===== src/rtl/reg_rename_file_pkg.sv =====
// Shared processor defines: default widths and index helpers used by the rename file,
// the ROB and the instruction queue.
package reg_rename_file_pkg;

   localparam int unsigned DefXlen = 32;
   localparam int unsigned DefNreg = 32;
   localparam int unsigned DefRobW = 4;
   localparam int unsigned DefNrp  = 2;

   function automatic int unsigned idx_width(input int unsigned n);
      return (n > 1) ? $clog2(n) : 1;
   endfunction

   localparam int unsigned DefRidx = idx_width(DefNreg);

   typedef logic [DefXlen-1:0] xlen_t;
   typedef logic [DefRobW-1:0] rob_tag_t;
   typedef logic [DefRidx-1:0] reg_idx_t;

endpackage


===== src/rtl/reg_rename_file_if.sv =====
// Rename-file bus: operand read ports, dispatch rename, commit writeback and busy count.
interface reg_rename_file_if
   import reg_rename_file_pkg::*;
#(
   parameter int unsigned XLEN  = DefXlen,
   parameter int unsigned NREG  = DefNreg,
   parameter int unsigned ROB_W = DefRobW,
   parameter int unsigned NRP   = DefNrp
);
   localparam int unsigned RIDX = idx_width(NREG);
   localparam int unsigned CW   = $clog2(NREG + 1);

   logic                  rdy;
   logic                  flush_i;
   logic [NRP*RIDX-1:0]   rs_idx_i;
   logic [NRP-1:0]        rs_busy_o;
   logic [NRP*ROB_W-1:0]  rs_tag_o;
   logic [NRP*XLEN-1:0]   rs_val_o;
   logic                  disp_valid_i;
   logic [RIDX-1:0]       disp_rd_i;
   logic [ROB_W-1:0]      disp_tag_i;
   logic                  cmt_valid_i;
   logic [RIDX-1:0]       cmt_rd_i;
   logic [ROB_W-1:0]      cmt_tag_i;
   logic [XLEN-1:0]       cmt_val_i;
   logic [CW-1:0]         busy_cnt_o;

   modport master (
      output rdy, flush_i, rs_idx_i, disp_valid_i, disp_rd_i, disp_tag_i,
             cmt_valid_i, cmt_rd_i, cmt_tag_i, cmt_val_i,
      input  rs_busy_o, rs_tag_o, rs_val_o, busy_cnt_o
   );

   modport slave (
      input  rdy, flush_i, rs_idx_i, disp_valid_i, disp_rd_i, disp_tag_i,
             cmt_valid_i, cmt_rd_i, cmt_tag_i, cmt_val_i,
      output rs_busy_o, rs_tag_o, rs_val_o, busy_cnt_o
   );

endinterface


===== src/rtl/rrf_read_port.sv =====
// One combinational operand read port with same-cycle commit bypass.
module rrf_read_port
   import reg_rename_file_pkg::*;
#(
   parameter int unsigned XLEN  = DefXlen,
   parameter int unsigned NREG  = DefNreg,
   parameter int unsigned ROB_W = DefRobW,
   localparam int unsigned RIDX = idx_width(NREG)
) (
   input  logic [RIDX-1:0]  idx,
   input  logic [NREG-1:0]  busy,
   input  logic [ROB_W-1:0] tag   [NREG],
   input  logic [XLEN-1:0]  value [NREG],
   input  logic             cmt_en,
   input  logic [RIDX-1:0]  cmt_rd,
   input  logic [ROB_W-1:0] cmt_tag,
   input  logic [XLEN-1:0]  cmt_val,
   output logic             rd_busy,
   output logic [ROB_W-1:0] rd_tag,
   output logic [XLEN-1:0]  rd_val
);

   logic             st_busy;
   logic [ROB_W-1:0] st_tag;
   logic [XLEN-1:0]  st_val;
   logic             hit;

   always_comb begin
      st_busy = 1'b0;
      st_tag  = '0;
      st_val  = '0;
      // x0 and out-of-range indices read as a constant zero register
      if (idx != '0 && 32'(idx) < NREG) begin
         st_busy = busy[idx];
         st_tag  = tag[idx];
         st_val  = value[idx];
      end
      hit     = st_busy && cmt_en && (cmt_rd == idx) && (cmt_tag == st_tag);
      rd_busy = st_busy && !hit;
      rd_tag  = st_tag;
      rd_val  = hit ? cmt_val : st_val;
   end

endmodule


===== src/rtl/reg_rename_file.sv =====
// Architectural register file with rename state (busy bit + producer ROB tag per register).
module reg_rename_file
   import reg_rename_file_pkg::*;
#(
   parameter int unsigned XLEN  = DefXlen,
   parameter int unsigned NREG  = DefNreg,
   parameter int unsigned ROB_W = DefRobW,
   parameter int unsigned NRP   = DefNrp
) (
   input logic              clk,
   input logic              rst,
   reg_rename_file_if.slave bus
);
   localparam int unsigned RIDX = idx_width(NREG);
   localparam int unsigned CW   = $clog2(NREG + 1);

   logic [XLEN-1:0]  value_q [NREG];
   logic [XLEN-1:0]  value_d [NREG];
   logic [ROB_W-1:0] tag_q   [NREG];
   logic [ROB_W-1:0] tag_d   [NREG];
   logic [NREG-1:0]  busy_q, busy_d;
   logic [CW-1:0]    cnt_q, cnt_d;

   always_comb begin
      value_d = value_q;
      tag_d   = tag_q;
      busy_d  = busy_q;
      if (bus.rdy) begin
         // Entry 0 is never written; out-of-range indices match no entry.
         for (int unsigned r = 1; r < NREG; r++) begin
            if (bus.cmt_valid_i && bus.cmt_rd_i == RIDX'(r)) begin
               value_d[r] = bus.cmt_val_i;
               if (tag_q[r] == bus.cmt_tag_i) busy_d[r] = 1'b0;
            end
            // Dispatch rename is applied after commit so it wins on the same rd
            if (bus.flush_i) begin
               busy_d[r] = 1'b0;
            end else if (bus.disp_valid_i && bus.disp_rd_i == RIDX'(r)) begin
               busy_d[r] = 1'b1;
               tag_d[r]  = bus.disp_tag_i;
            end
         end
      end
      cnt_d = '0;
      for (int unsigned r = 0; r < NREG; r++) cnt_d = cnt_d + CW'(busy_d[r]);
   end

   always_ff @(posedge clk) begin
      if (rst) begin
         value_q <= '{default: '0};
         tag_q   <= '{default: '0};
         busy_q  <= '0;
         cnt_q   <= '0;
      end else begin
         value_q <= value_d;
         tag_q   <= tag_d;
         busy_q  <= busy_d;
         cnt_q   <= cnt_d;
      end
   end

   assign bus.busy_cnt_o = cnt_q;

   for (genvar p = 0; p < NRP; p++) begin : g_port
      rrf_read_port #(
         .XLEN  (XLEN),
         .NREG  (NREG),
         .ROB_W (ROB_W)
      ) u_port (
         .idx     (bus.rs_idx_i[p*RIDX +: RIDX]),
         .busy    (busy_q),
         .tag     (tag_q),
         .value   (value_q),
         .cmt_en  (bus.rdy && bus.cmt_valid_i),
         .cmt_rd  (bus.cmt_rd_i),
         .cmt_tag (bus.cmt_tag_i),
         .cmt_val (bus.cmt_val_i),
         .rd_busy (bus.rs_busy_o[p]),
         .rd_tag  (bus.rs_tag_o[p*ROB_W +: ROB_W]),
         .rd_val  (bus.rs_val_o[p*XLEN +: XLEN])
      );
   end

endmodule


===== src/flat_wrapper.sv =====
// flat-port wrapper written by rule: the top's interface ports become plain ports
module reg_rename_file_flat import reg_rename_file_pkg::*;
#(
   parameter int unsigned XLEN  = DefXlen,
   parameter int unsigned NREG  = DefNreg,
   parameter int unsigned ROB_W = DefRobW,
   parameter int unsigned NRP   = DefNrp
)
  (clk, rst, bus_rdy, bus_flush_i, bus_rs_idx_i, bus_disp_valid_i, bus_disp_rd_i, bus_disp_tag_i, bus_cmt_valid_i, bus_cmt_rd_i, bus_cmt_tag_i, bus_cmt_val_i, bus_rs_busy_o, bus_rs_tag_o, bus_rs_val_o, bus_busy_cnt_o);
  reg_rename_file_if #(.XLEN(XLEN), .NREG(NREG), .ROB_W(ROB_W), .NRP(NRP)) bus_i ();
  input logic clk;
  input logic rst;
  input wire logic [$bits(bus_i.rdy)-1:0] bus_rdy;
  input wire logic [$bits(bus_i.flush_i)-1:0] bus_flush_i;
  input wire logic [$bits(bus_i.rs_idx_i)-1:0] bus_rs_idx_i;
  input wire logic [$bits(bus_i.disp_valid_i)-1:0] bus_disp_valid_i;
  input wire logic [$bits(bus_i.disp_rd_i)-1:0] bus_disp_rd_i;
  input wire logic [$bits(bus_i.disp_tag_i)-1:0] bus_disp_tag_i;
  input wire logic [$bits(bus_i.cmt_valid_i)-1:0] bus_cmt_valid_i;
  input wire logic [$bits(bus_i.cmt_rd_i)-1:0] bus_cmt_rd_i;
  input wire logic [$bits(bus_i.cmt_tag_i)-1:0] bus_cmt_tag_i;
  input wire logic [$bits(bus_i.cmt_val_i)-1:0] bus_cmt_val_i;
  output wire logic [$bits(bus_i.rs_busy_o)-1:0] bus_rs_busy_o;
  output wire logic [$bits(bus_i.rs_tag_o)-1:0] bus_rs_tag_o;
  output wire logic [$bits(bus_i.rs_val_o)-1:0] bus_rs_val_o;
  output wire logic [$bits(bus_i.busy_cnt_o)-1:0] bus_busy_cnt_o;
  assign bus_i.rdy = bus_rdy;
  assign bus_i.flush_i = bus_flush_i;
  assign bus_i.rs_idx_i = bus_rs_idx_i;
  assign bus_i.disp_valid_i = bus_disp_valid_i;
  assign bus_i.disp_rd_i = bus_disp_rd_i;
  assign bus_i.disp_tag_i = bus_disp_tag_i;
  assign bus_i.cmt_valid_i = bus_cmt_valid_i;
  assign bus_i.cmt_rd_i = bus_cmt_rd_i;
  assign bus_i.cmt_tag_i = bus_cmt_tag_i;
  assign bus_i.cmt_val_i = bus_cmt_val_i;
  assign bus_rs_busy_o = bus_i.rs_busy_o;
  assign bus_rs_tag_o = bus_i.rs_tag_o;
  assign bus_rs_val_o = bus_i.rs_val_o;
  assign bus_busy_cnt_o = bus_i.busy_cnt_o;
  reg_rename_file #(.XLEN(XLEN), .NREG(NREG), .ROB_W(ROB_W), .NRP(NRP)) u_core (.clk(clk), .rst(rst), .bus(bus_i));
endmodule

===== config.mk =====
export PLATFORM = sky130hd
export DESIGN_NAME = reg_rename_file_flat
export DESIGN_NICKNAME = d
export VERILOG_FILES = /design/src/rtl/reg_rename_file_pkg.sv /design/src/rtl/reg_rename_file_if.sv /design/src/rtl/rrf_read_port.sv /design/src/rtl/reg_rename_file.sv /design/src/flat_wrapper.sv
export SDC_FILE = /design/constraint.sdc
export NUM_CORES = 2
export LEC_CHECK = 0
export CAP_MARGIN = 5
export CORE_ASPECT_RATIO = 0.75
export CORE_MARGIN = 3
export CORE_UTILIZATION = 30
export DETAILED_ROUTE_END_ITERATION = 10
export GPL_ROUTABILITY_DRIVEN = 0
export SKIP_CTS_REPAIR_TIMING = 1
export SYNTH_ARGS = -nofsm -noshare
export SYNTH_HDL_FRONTEND = slang
export SYNTH_SLANG_ARGS = --single-unit

===== constraint.sdc =====
create_clock -name clk -period 7.9 [get_ports clk]
set_input_delay 0.79 -clock clk [delete_from_list [all_inputs] [get_ports clk]]
set_output_delay 0.79 -clock clk [all_outputs]
set_load 0.005 [all_outputs]

==> flow_summary.json <==
{
  "status": "finished clean",
  "dieArea_sq_um": 211700,
  "ys.flop_type": "dfxtp_1",
  "cp-end-kind": "output port",
  "synthToLayoutAreaGrowth_pct": 12.98,
  "synthTopCellsByArea": "dfxtp_1 (37%), mux4_2 (23%), nand2_1 (13%)",
  "rows": 143,
  "finalSetupTns_ns": 0,
  "wl_per_cell_um": 27.05,
  "setup_viol": 0,
  "startpoint_type": "primary input",
  "skew_ns": 0.01990,
  "cts_tree": "built",
  "wl_um": 252900,
  "rsz0062_at_grt": "no",
  "pwr_density_cell_nw_per_um2": 189.5,
  "grt_max_degree": 227,
  "tightest_slew_ns": 1.319,
  "hold_viol": 0,
  "max_freq_mhz": 148.9,
  "min_path_type": "reg -> reg",
  "final_core_util_pct": 34.28,
  "yosys.area.top_type": "dfxtp_1",
  "die_h_um": 399.2,
  "insertion_delay_ns": 0.80,
  "first_pass_iters": 8,
  "antenna_found_initial": 7,
  "final-max-slew-violation-count": 0,
  "design.core.area_sq_um": 203800,
  "fin_total_pwr_mw": 13.24,
  "max_cap_viol_count": 0,
  "cts_made_buffers": 132,
  "layout.nets": 6664,
  "syn-num-nets": 6895,
  "synthCells": 6797,
  "synth_area_sq_um": 61840,
  "cp_max_fo": 67,
  "cp_cell_sequence": "buf_8 > and2b_2 > a221oi_1 > o311ai_0 > nor3b_1 > xnor2_1 > nand4b_4 > mux2_2 > clkdlybuf4s50_1",
  "synth_edf_count": 0,
  "fp.dieW_um": 530.3,
  "drive_gt1_share_pct": 18.03,
  "cts_buffer_depth": 3,
  "cp.required_ns": 7.11,
  "grt_usage_pct": 23.12,
  "avgSynthCellArea_sq_um": 9.098,
  "cts.reportedPaths.clkPinSlew_ns": 0.06,
  "first_global_vias": 51990,
  "vias_per_cell": 5.855,
  "routed-via-count": 54740,
  "crit_type": "in -> out",
  "irDropWorstVdd_v": 0.0001480,
  "synthArstFlopShare_pct": 0,
  "drtIter0Drc": 8411,
  "cts-root-buf": "clkbuf_16",
  "arrival_ns": 5.93,
  "path_delay_family": "simple AND/OR/NAND/NOR gates",
  "max_stage_delay_ns": 0.87,
  "dp_cells": 9114,
  "synth_commonest_cells": "nand2_1 (2,148), dfxtp_1 (1,153), a21oi_1 (1,043)",
  "period_share_pct": 85.03,
  "io_buffers": 145,
  "drc": 0,
  "cts_sinks": 1153,
  "crit_slowest_cell": "and2b_2",
  "synth.distinct_cells": 68,
  "fin_cells": 9350,
  "ys_ff_latch": 1153,
  "yosysWarningCount": 0,
  "slew_headroom_pct": 11.86,
  "min_period_ns": 6.718,
  "path_buf_inv": 2,
  "synth.yosys.seq_area_share_pct": 37.32,
  "synth_top_area_share_pct": 37.32,
  "htree_levels": 4,
  "leakagePower_nw": 22.84,
  "grt-ovfl-total": 0,
  "initial_core_util_pct": 30.35,
  "ant_nets": 0,
  "place_hpwl_um": 140700,
  "grt_pass1_wl_um": 362500,
  "fin_hold_ws_ns": 0.4635,
  "io_pins": 146,
  "yosysMostFrequentCell": "nand2_1"
}
==> where the power goes <==
group | switching [mW] | internal [mW]
Clock | 2.69 | 3.59
Combinational | 0.758 | 0.347
Sequential | 0.0183 | 5.84
==> metrics by stage <==
| stage | worst slack (ns) | instance area [sq um] |
|---|---|---|
| finish | 1.182 | 69870 |
| global route | 1.093 | 69860 |
| CTS | 1.424 | 69860 |
| detailed placement | 0.6268 | 65490 |
| global placement | 0.6026 | 65490 |
| floorplan | 1.095 | 61840 |
==> cells by family after synthesis <==
group                    synth area share [%]
adder cells (fa/ha/maj)                0.9266
XOR/XNOR                                2.011
buffers and inverters                   4.753
AND/OR/NAND/NOR                         16.78
multiplexers                            27.92
flip-flops                              37.32
AO/OA/AOI/OAI                           10.28
==> routing by layer <==
layer	up-vias	GRT usage, %	wire (um)
li1	23190	-	-
met1	26790	29.85	93950
met2	3888	34.46	110600
met3	874	6.471	32600
met4	6	13.59	15740
met5	-	0	49
==> path summary, 6_finish.rpt <==
| check | start | endpoint | slack [ns] | cells after the start |
|---|---|---|---|---|
| max | bus_rs_idx_i[1] | bus_rs_val_o[30] | 1.18 | 9 |
| min reg2reg | u_core.value_q[181] | u_core.value_q[181] | 0.46 | 2 |
| max reg2reg | u_core.tag_q[19] | u_core.bus.busy_cnt_o[5] | 2.12 | 19 |
| min | u_core.value_q[181] | u_core.value_q[181] | 0.46 | 2 |
==> worst register-to-register path, delay by kind of cell (launching register included) <==
family                     cells  cell delay, ns
DFF                            1            0.37
adders and majority gates      7            3.30
xor gates and xnor gates       1            0.18
AOI/OAI and AO/OA              4            0.88
buffers and inverters          4            0.25
and+or+nand+nor                3            0.66
==> registers in the layout, summed over array words and instances, names as in the netlist <==
signal,flops
u_core.bus.busy_cnt_o,6
u_core.busy_q,31
u_core.tag_q,124
u_core.value_q,992
==> placed cells by master, fill, tap and decap left out, types with 13 or more instances in the layout <==
| cell | count |
|---|---|
| clkbuf_1 | 32 |
| nor2_4 | 22 |
| dfxtp_1 | 1153 |
| mux2_4 | 30 |
| a31oi_1 | 18 |
| inv_1 | 35 |
| nand2_2 | 18 |
| clkinv_2 | 17 |
| o211ai_1 | 14 |
| mux2_2 | 81 |
| clkbuf_16 | 134 |
| nor4_1 | 21 |
| xor2_1 | 86 |
| nor2_1 | 339 |
| nand4_1 | 16 |
| buf_4 | 151 |
| nand3_1 | 24 |
| o21ai_0 | 47 |
| clkbuf_8 | 21 |
| nand2_1 | 2126 |
| mux2i_1 | 140 |
| xnor2_1 | 56 |
| a21oi_1 | 1043 |
| mux4_2 | 628 |
| nor3_1 | 14 |
| clkdlybuf4s50_1 | 124 |
| nor2b_1 | 15 |
| buf_2 | 13 |
| a22o_1 | 33 |
| fa_1 | 23 |
==> area by class of cell <==
cell class	count	area, sq um
antenna	2	5.005
clock buffer	187	3762
clock inverter	47	605.6
fill	20150	133900
inverter	40	155.1
multi-input combinational	4934	36170
sequential	1153	23080
tap	2682	3356
timing repair buffer	305	2729
Note: power is estimated with default switching activity, not from simulation.
